===== src/rtl/instr_fetch.sv =====
// Instruction fetch unit: one outstanding memory request, fetched word held until decode accepts it.
// Define FETCH_ALIGN_CHECK_EN to trap misaligned redirect targets in ST_ERR instead of clearing bits [1:0].
module instr_fetch #(
  parameter logic [31:0] RESET_PC = 32'h0000_0000
) (
  input  logic        clk_i,
  input  logic        rstn_i,
  output logic        mem_req_o,
  output logic [31:0] mem_addr_o,
  input  logic        mem_gnt_i,
  input  logic        mem_rvalid_i,
  input  logic [31:0] mem_rdata_i,
  output logic        instr_valid_o,
  output logic [31:0] instr_data_o,
  output logic [31:0] instr_pc_o,
  input  logic        instr_ready_i,
  input  logic        redirect_i,
  input  logic [31:0] redirect_pc_i,
  output logic        fetch_err_o
);

`ifdef FETCH_ALIGN_CHECK_EN
  typedef enum logic [2:0] {ST_RESET, ST_REQ, ST_WAIT, ST_HOLD, ST_ERR} state_t;
`else
  typedef enum logic [1:0] {ST_RESET, ST_REQ, ST_WAIT, ST_HOLD} state_t;
`endif

  state_t      state, state_nxt;
  logic [31:0] npc, npc_nxt;
  logic [31:0] req_addr, req_addr_nxt;
  logic [31:0] instr_word, instr_word_nxt;
  logic [31:0] instr_addr, instr_addr_nxt;
  logic        kill, kill_nxt;
  logic [31:0] redirect_tgt;

  assign redirect_tgt = redirect_pc_i & 32'hFFFF_FFFC;

`ifdef FETCH_ALIGN_CHECK_EN
  logic misaligned;
  assign misaligned = |redirect_pc_i[1:0];
`endif

  always_ff @(posedge clk_i) begin
    if (!rstn_i) begin
      state      <= ST_RESET;
      npc        <= RESET_PC;
      req_addr   <= '0;
      kill       <= 1'b0;
      instr_word <= '0;
      instr_addr <= '0;
    end else begin
      state      <= state_nxt;
      npc        <= npc_nxt;
      req_addr   <= req_addr_nxt;
      kill       <= kill_nxt;
      instr_word <= instr_word_nxt;
      instr_addr <= instr_addr_nxt;
    end
  end

  always_comb begin
    state_nxt      = state;
    npc_nxt        = npc;
    req_addr_nxt   = req_addr;
    kill_nxt       = kill;
    instr_word_nxt = instr_word;
    instr_addr_nxt = instr_addr;
    case (state)
      ST_RESET: begin
        state_nxt    = ST_REQ;
        req_addr_nxt = npc;
      end
      ST_REQ: begin
        // A killed request must not advance npc; it already holds the redirect target.
        if (mem_gnt_i) begin
          state_nxt = ST_WAIT;
          if (!kill) npc_nxt = req_addr + 32'd4;
        end
        if (redirect_i) begin
          npc_nxt  = redirect_tgt;
          kill_nxt = 1'b1;
        end
      end
      ST_WAIT: begin
        if (mem_rvalid_i) begin
          if (kill || redirect_i) begin
            kill_nxt     = 1'b0;
            req_addr_nxt = redirect_i ? redirect_tgt : npc;
            state_nxt    = ST_REQ;
          end else begin
            instr_word_nxt = mem_rdata_i;
            instr_addr_nxt = req_addr;
            state_nxt      = ST_HOLD;
          end
        end else if (redirect_i) begin
          kill_nxt = 1'b1;
        end
        if (redirect_i) npc_nxt = redirect_tgt;
      end
      ST_HOLD: begin
        if (redirect_i) begin
          npc_nxt      = redirect_tgt;
          req_addr_nxt = redirect_tgt;
          state_nxt    = ST_REQ;
        end else if (instr_ready_i) begin
          req_addr_nxt = npc;
          state_nxt    = ST_REQ;
        end
      end
`ifdef FETCH_ALIGN_CHECK_EN
      ST_ERR: begin
        // A response still in flight is drained through ST_WAIT with kill set.
        if (mem_rvalid_i) kill_nxt = 1'b0;
        if (redirect_i && !misaligned) begin
          npc_nxt = redirect_tgt;
          if (kill && !mem_rvalid_i) begin
            state_nxt = ST_WAIT;
          end else begin
            req_addr_nxt = redirect_tgt;
            state_nxt    = ST_REQ;
          end
        end
      end
`endif
      default: state_nxt = ST_RESET;
    endcase
`ifdef FETCH_ALIGN_CHECK_EN
    if (redirect_i && misaligned && state != ST_RESET && state != ST_ERR) begin
      state_nxt = ST_ERR;
      kill_nxt  = (state == ST_REQ && mem_gnt_i) || (state == ST_WAIT && !mem_rvalid_i);
    end
`endif
  end

  always_comb begin
    mem_req_o     = 1'b0;
    instr_valid_o = 1'b0;
    fetch_err_o   = 1'b0;
    case (state)
      ST_REQ:  mem_req_o     = 1'b1;
      ST_HOLD: instr_valid_o = 1'b1;
`ifdef FETCH_ALIGN_CHECK_EN
      ST_ERR:  fetch_err_o   = 1'b1;
`endif
      default: ;
    endcase
  end

  assign mem_addr_o   = req_addr;
  assign instr_data_o = instr_word;
  assign instr_pc_o   = instr_addr;

endmodule

===== config.mk =====
export PLATFORM = sky130hd
export DESIGN_NAME = instr_fetch
export DESIGN_NICKNAME = d
export VERILOG_FILES = /design/src/rtl/instr_fetch.sv
export SDC_FILE = /design/constraint.sdc
export NUM_CORES = 1
export LEC_CHECK = 0
export ABC_AREA = 1
export CORE_MARGIN = 8
export CORE_UTILIZATION = 50
export CTS_BUF_LIST = sky130_fd_sc_hd__clkbuf_8
export DETAILED_ROUTE_END_ITERATION = 8
export PLACE_DENSITY = 0.79
export SLEW_MARGIN = 20
export SYNTH_ARGS = -nofsm -noshare
export SYNTH_HDL_FRONTEND = slang
export SYNTH_SLANG_ARGS = --single-unit

===== constraint.sdc =====
create_clock -name clk_i -period 3 [get_ports clk_i]
set_input_delay 0.6 -clock clk_i [delete_from_list [all_inputs] [get_ports clk_i]]
set_output_delay 0.6 -clock clk_i [all_outputs]
set_load 0.02 [all_outputs]

# ---- Word level (Yosys, flattened, before mapping)
# Cells that the tools add are included.
dict set report op_classes {
  n_eq_ne 10
  n_bitwise 1
  div_mod_pow 0
  n_shift 0
  multipliers 0
  mux 22
  n_lt_le_gt_ge 0
  reduce_logical 11
  n_addsub 1
}
# cell n
set ops {}
lappend ops {{32-bit two-way mux} 8}
lappend ops {{32-bit case mux with 3 select lines} 1}
lappend ops {{32-bit case mux with 2 select lines} 1}
lappend ops {{32-bit by 3-bit adder with 32-bit output (second input constant)} 1}
lappend ops {{3-bit != test (second input constant)} 4}
lappend ops {{2-bit two-way mux} 5}
lappend ops {{3-bit AND reduction} 3}
lappend ops {{2-bit case mux with 4 select lines} 1}
lappend ops {{2-bit != test (second input constant)} 3}
lappend ops {{1-bit two-way mux} 5}
lappend ops {{2-bit equality test (second input constant)} 2}
lappend ops {{4-bit AND reduction} 1}
lappend ops {{2-bit nonzero test} 2}
lappend ops {{3-bit nonzero test} 1}
lappend ops {{2-bit by 1-bit equality test with 1-bit output (second input constant)} 1}
lappend ops {{2-bit zero test} 1}
lappend ops {{1-bit case mux with 2 select lines} 1}
lappend ops {{2-bit AND reduction} 1}
lappend ops {{2-bit OR reduction} 1}
lappend ops {{1-bit logical OR} 1}
lappend ops {{1-bit inverter} 1}
dict set report totals {
  ramBits 0
  mem_count 0
  out_inout_bits 99
  romBits 0
  inputBits 70
  wordCells 51
  latchBits 0
  reg_bits 131
}

# ---- Longest topological paths before layout
dict set report depth {
  depth_word 5
  mapped_depth 11
}

# ---- Worst setup path after synthesis
# Ideal clock, no wire load.
dict set report synth_timing {
  path_type {in2reg}
  from {input redirect_i}
  to {register npc[26]}
  n_path_buf 2
  cell_stages 7
  path_slack_ps 1351
  arrival_time_ps 1527
  path_cell_list {buf_4 > inv_2 > a31oi_4 > inv_1 > buf_2 > a211oi_1 > a21oi_1}
}
dict set report synth_between {
  elab_chain_cells 2
}
# element line_no
set synth_rtl {}
lappend synth_rtl {{from (decl)} 17} ;# input logic redirect_i,
lappend synth_rtl {{3-bit != test (no line) (tied with other cells)} --}
lappend synth_rtl {{3-bit AND reduction (no line) or 32-bit case mux with 2 select lines (tied branches)} --}
lappend synth_rtl {{to (signal assigned)} 53} ;# npc <= npc_nxt;
lappend synth_rtl {{to (decl)} 29} ;# logic [31:0] npc, npc_nxt;
# Several ways; a longest one is shown, not always the timed one.
# A chain may end at the register's enable or synchronous reset.

# ---- Worst setup path after layout
dict set report layout_timing {
  from {register state[1]}
  to {output mem_req_o}
}
dict set report layout_between {
  elab_chain_cells 2
}
# element line_no
set layout_rtl {}
lappend layout_rtl {{from (decl)} 28} ;# state_t state, state_nxt;
lappend layout_rtl {{from (signal assigned)} 52} ;# state <= state_nxt;
lappend layout_rtl {{2-bit by 1-bit equality test with 1-bit output} 139} ;# case (state)
lappend layout_rtl {{1-bit two-way mux} 139}
lappend layout_rtl {{to (decl)} 8} ;# output logic mem_req_o,
# No other way between the ends.

==> results.json <==
{
  "syn-num-nets": 1017,
  "ys_types": 30,
  "hpwl_um": 13500,
  "syn_area_mm2": 0.00642,
  "cts-root-buf": "clkbuf_8",
  "synth.avg_cell_area_um2": 6.82,
  "grt_max_degree": 92,
  "clock_latency_ns": 0.44,
  "drc_errors": 0,
  "final_antenna_net_count": 0,
  "vias": 6694,
  "synth_fa_ha_area_share_pct": 1.17,
  "fin_util_pct": 68.5,
  "power.density_mw_per_mm2": 714,
  "synth_top_family_by_area": "simple AND/OR/NAND/NOR gates",
  "hp-class": "reg -> reg",
  "core_area_mm2": 0.0126,
  "synth_flop_cell": "dfxtp_1",
  "p_leak_nw": 3.34,
  "clock_skew_ns": 0.00786,
  "synthCells": 941,
  "period_share_pct": 81.9,
  "cts_buffer_depth": 2,
  "synth_compound_area_share_pct": 24.4,
  "rows": 41,
  "yosys-top-cells-area": "dfxtp_1 (41%), o21ai_0 (12%), nand2_1 (11%), a21oi_1 (8.9%), nor2_1 (7.8%)",
  "crit_arrival_ns": 1.86,
  "cp.required_ns": 2.40,
  "endpoint_kind": "output pin",
  "grt_pass1_wl_um": 30400,
  "grt_overflow": 0,
  "cts_setup_buffers": 0,
  "die_w_um": 129,
  "slew_violations": 0,
  "via_per_inst": 5.27,
  "setup-tns-final_ns": 0,
  "min-delay-start": "instr_pc_o[12]$_SDFFE_PN0P_",
  "final_nets": 1161,
  "min_period_ns": 2.46,
  "synth_area_leader_cell": "dfxtp_1",
  "place_congestion": 0.880,
  "startpoint": "state[1]$_SDFFE_PN0P_",
  "yosys_warnings": 0,
  "ioPinCount": 169,
  "wire_per_inst_um": 15.1,
  "hold_buffers": 0,
  "final.hold.worst_slack_ns": 0.482,
  "ir_worst_vdd_mv": 0.441,
  "worst_pin_slew_ns": 0.835,
  "synth_enable_flop_cells": 0,
  "cts.sinks": 131,
  "timing.critical_path.cells": "inv_1 -> ha_1 -> clkdlybuf4s50_1",
  "synthDominantCellAreaShare_pct": 40.8,
  "cap_violations": 0,
  "htreeDepth": 4,
  "status": "complete, no violations",
  "rr_startpoint": "state[0]$_SDFFE_PN0P_",
  "fillCellCount": 1093,
  "ys_seq_elements": 131,
  "synthSimpleGateAreaFrac_pct": 25.2,
  "async_reset_ff_share_pct": 0,
  "die_area_mm2": 0.0167,
  "hold_violations": 0,
  "synth_mux_area_share_pct": 0,
  "grt_use_total_pct": 22.7,
  "cts_tree": "yes",
  "slowest_delay_ns": 0.66,
  "relSlewSlack_pct": 44.3,
  "drt-pass1-iter-count": 5,
  "synth-xor-area-share_pct": 0.136,
  "wl_um": 19200,
  "grt_pass1_vias": 5915,
  "portBuffers": 165,
  "synthToLayoutAreaGrowth_pct": 34.1,
  "die_y_um": 129,
  "drtIter0Drc": 590,
  "fmax_mhz": 407,
  "clkTransAtPathRegs_ns": 0.07,
  "setup_viol": 0,
  "critPathKind": "reg -> out",
  "start_util_pct": 51.1,
  "startpoint_type": "register",
  "worst_path_max_delay_cell": "clkdlybuf4s50_1",
  "antenna_found_initial": 0,
  "cts_made_buffers": 17,
  "worstPathMaxFanout": 4,
  "rsz0062_at_grt": "no",
  "ctsResizeCount": 0,
  "ys_seq_area_share_pct": 40.8,
  "drive_gt1_share_pct": 7.29,
  "num_antenna_cells": 0
}
layer usage:
layer	vias to the layer above	wire (um)	track usage [%]
li1	3401	-	-
met1	2993	8410	31.1
met2	274	8720	35.0
met3	26	1760	4.52
met4	0	333	7.81
met5	-	0	0
final cells by class:
| class | instances | area (um^2) | area share [%] |
|---|---|---|---|
| repair buffers | 184 | 1830 | 21.2 |
| clock inverters | 8 | 120 | 1.39 |
| well taps | 172 | 215 | 2.50 |
| clock buffers | 24 | 330 | 3.84 |
| inverters | 59 | 221 | 2.57 |
| flip-flops and latches | 131 | 2620 | 30.5 |
| multi-input cells | 692 | 3270 | 38.0 |
flip-flops by register name (all words and copies together) (netlist names):
| name | flops |
|---|---|
| state | 2 |
| kill | 1 |
| instr_data_o | 32 |
| npc | 32 |
| mem_addr_o | 32 |
| instr_pc_o | 32 |
cell families after synthesis:
| group | count (synthesis) |
|---|---|
| AND/OR/NAND/NOR | 385 |
| AO/OA/AOI/OAI | 299 |
| adder cells (fa/ha/maj) | 6 |
| XOR/XNOR | 1 |
| flip-flops | 131 |
| other | 1 |
| buffers and inverters | 118 |
cell usage after synthesis (6+ instances only):
library cell	count
ha_1	6
buf_2	19
a31oi_1	10
o21ai_1	8
inv_1	56
nor2_4	7
nand3_1	38
dfxtp_1	131
o21ai_0	151
nor2_1	134
a211oi_1	12
nor2_2	7
clkbuf_1	29
nand2_1	187
a21oi_1	114
worst paths after layout:
check                                      to  slack (ns)  depth (start not counted)
setup / recovery                    mem_req_o        0.54                          3
hold / removal    instr_pc_o[12]$_SDFFE_PN0P_        0.48                          2
setup reg to reg         npc[30]$_SDFFE_PN0P_        0.90                          7
hold reg to reg   instr_pc_o[12]$_SDFFE_PN0P_        0.48                          2
worst max-delay path, delay by kind of cell, from the launching register on:
kind	cells	cell delay, ns
buf+inv	2	0.79
flops	1	0.33
fa+ha+maj	1	0.30
cell usage in the layout, fill, tap and decap left out, types with 4 or more instances in the layout:
master | Yosys | layout
a211oi_1 | 12 | 12
a21oi_1 | 114 | 114
a31oi_1 | 10 | 10
buf_4 | 4 | 16
clkbuf_8 | 3 | 24
clkdlybuf4s50_1 | 0 | 164
dfxtp_1 | 131 | 131
ha_1 | 6 | 6
inv_1 | 56 | 56
nand2_1 | 187 | 187
nand2_2 | 4 | 4
nand3_1 | 38 | 38
nor2_1 | 134 | 134
nor2_2 | 7 | 6
nor2_4 | 7 | 8
o21ai_0 | 151 | 151
o21ai_1 | 8 | 8
metrics by stage:
stage                     total power, mW  worst slack (ns)  area, um^2  std cells
final                                6.15             0.543        8610       1270
after floorplan                      3.66              1.35        6420        941
after detailed placement             4.49             0.541        8160       1238
after global placement               4.45             0.584        8160       1238
after CTS                            6.15             0.528        8610       1270
after global routing                 6.49             0.491        8610       1270
power by group:
part,switching (mW),internal (mW)
logic,1.24,0.834
clock network,0.684,0.975
registers,0.347,2.06
No activity file was read; power rests on OpenSTA's default activity.
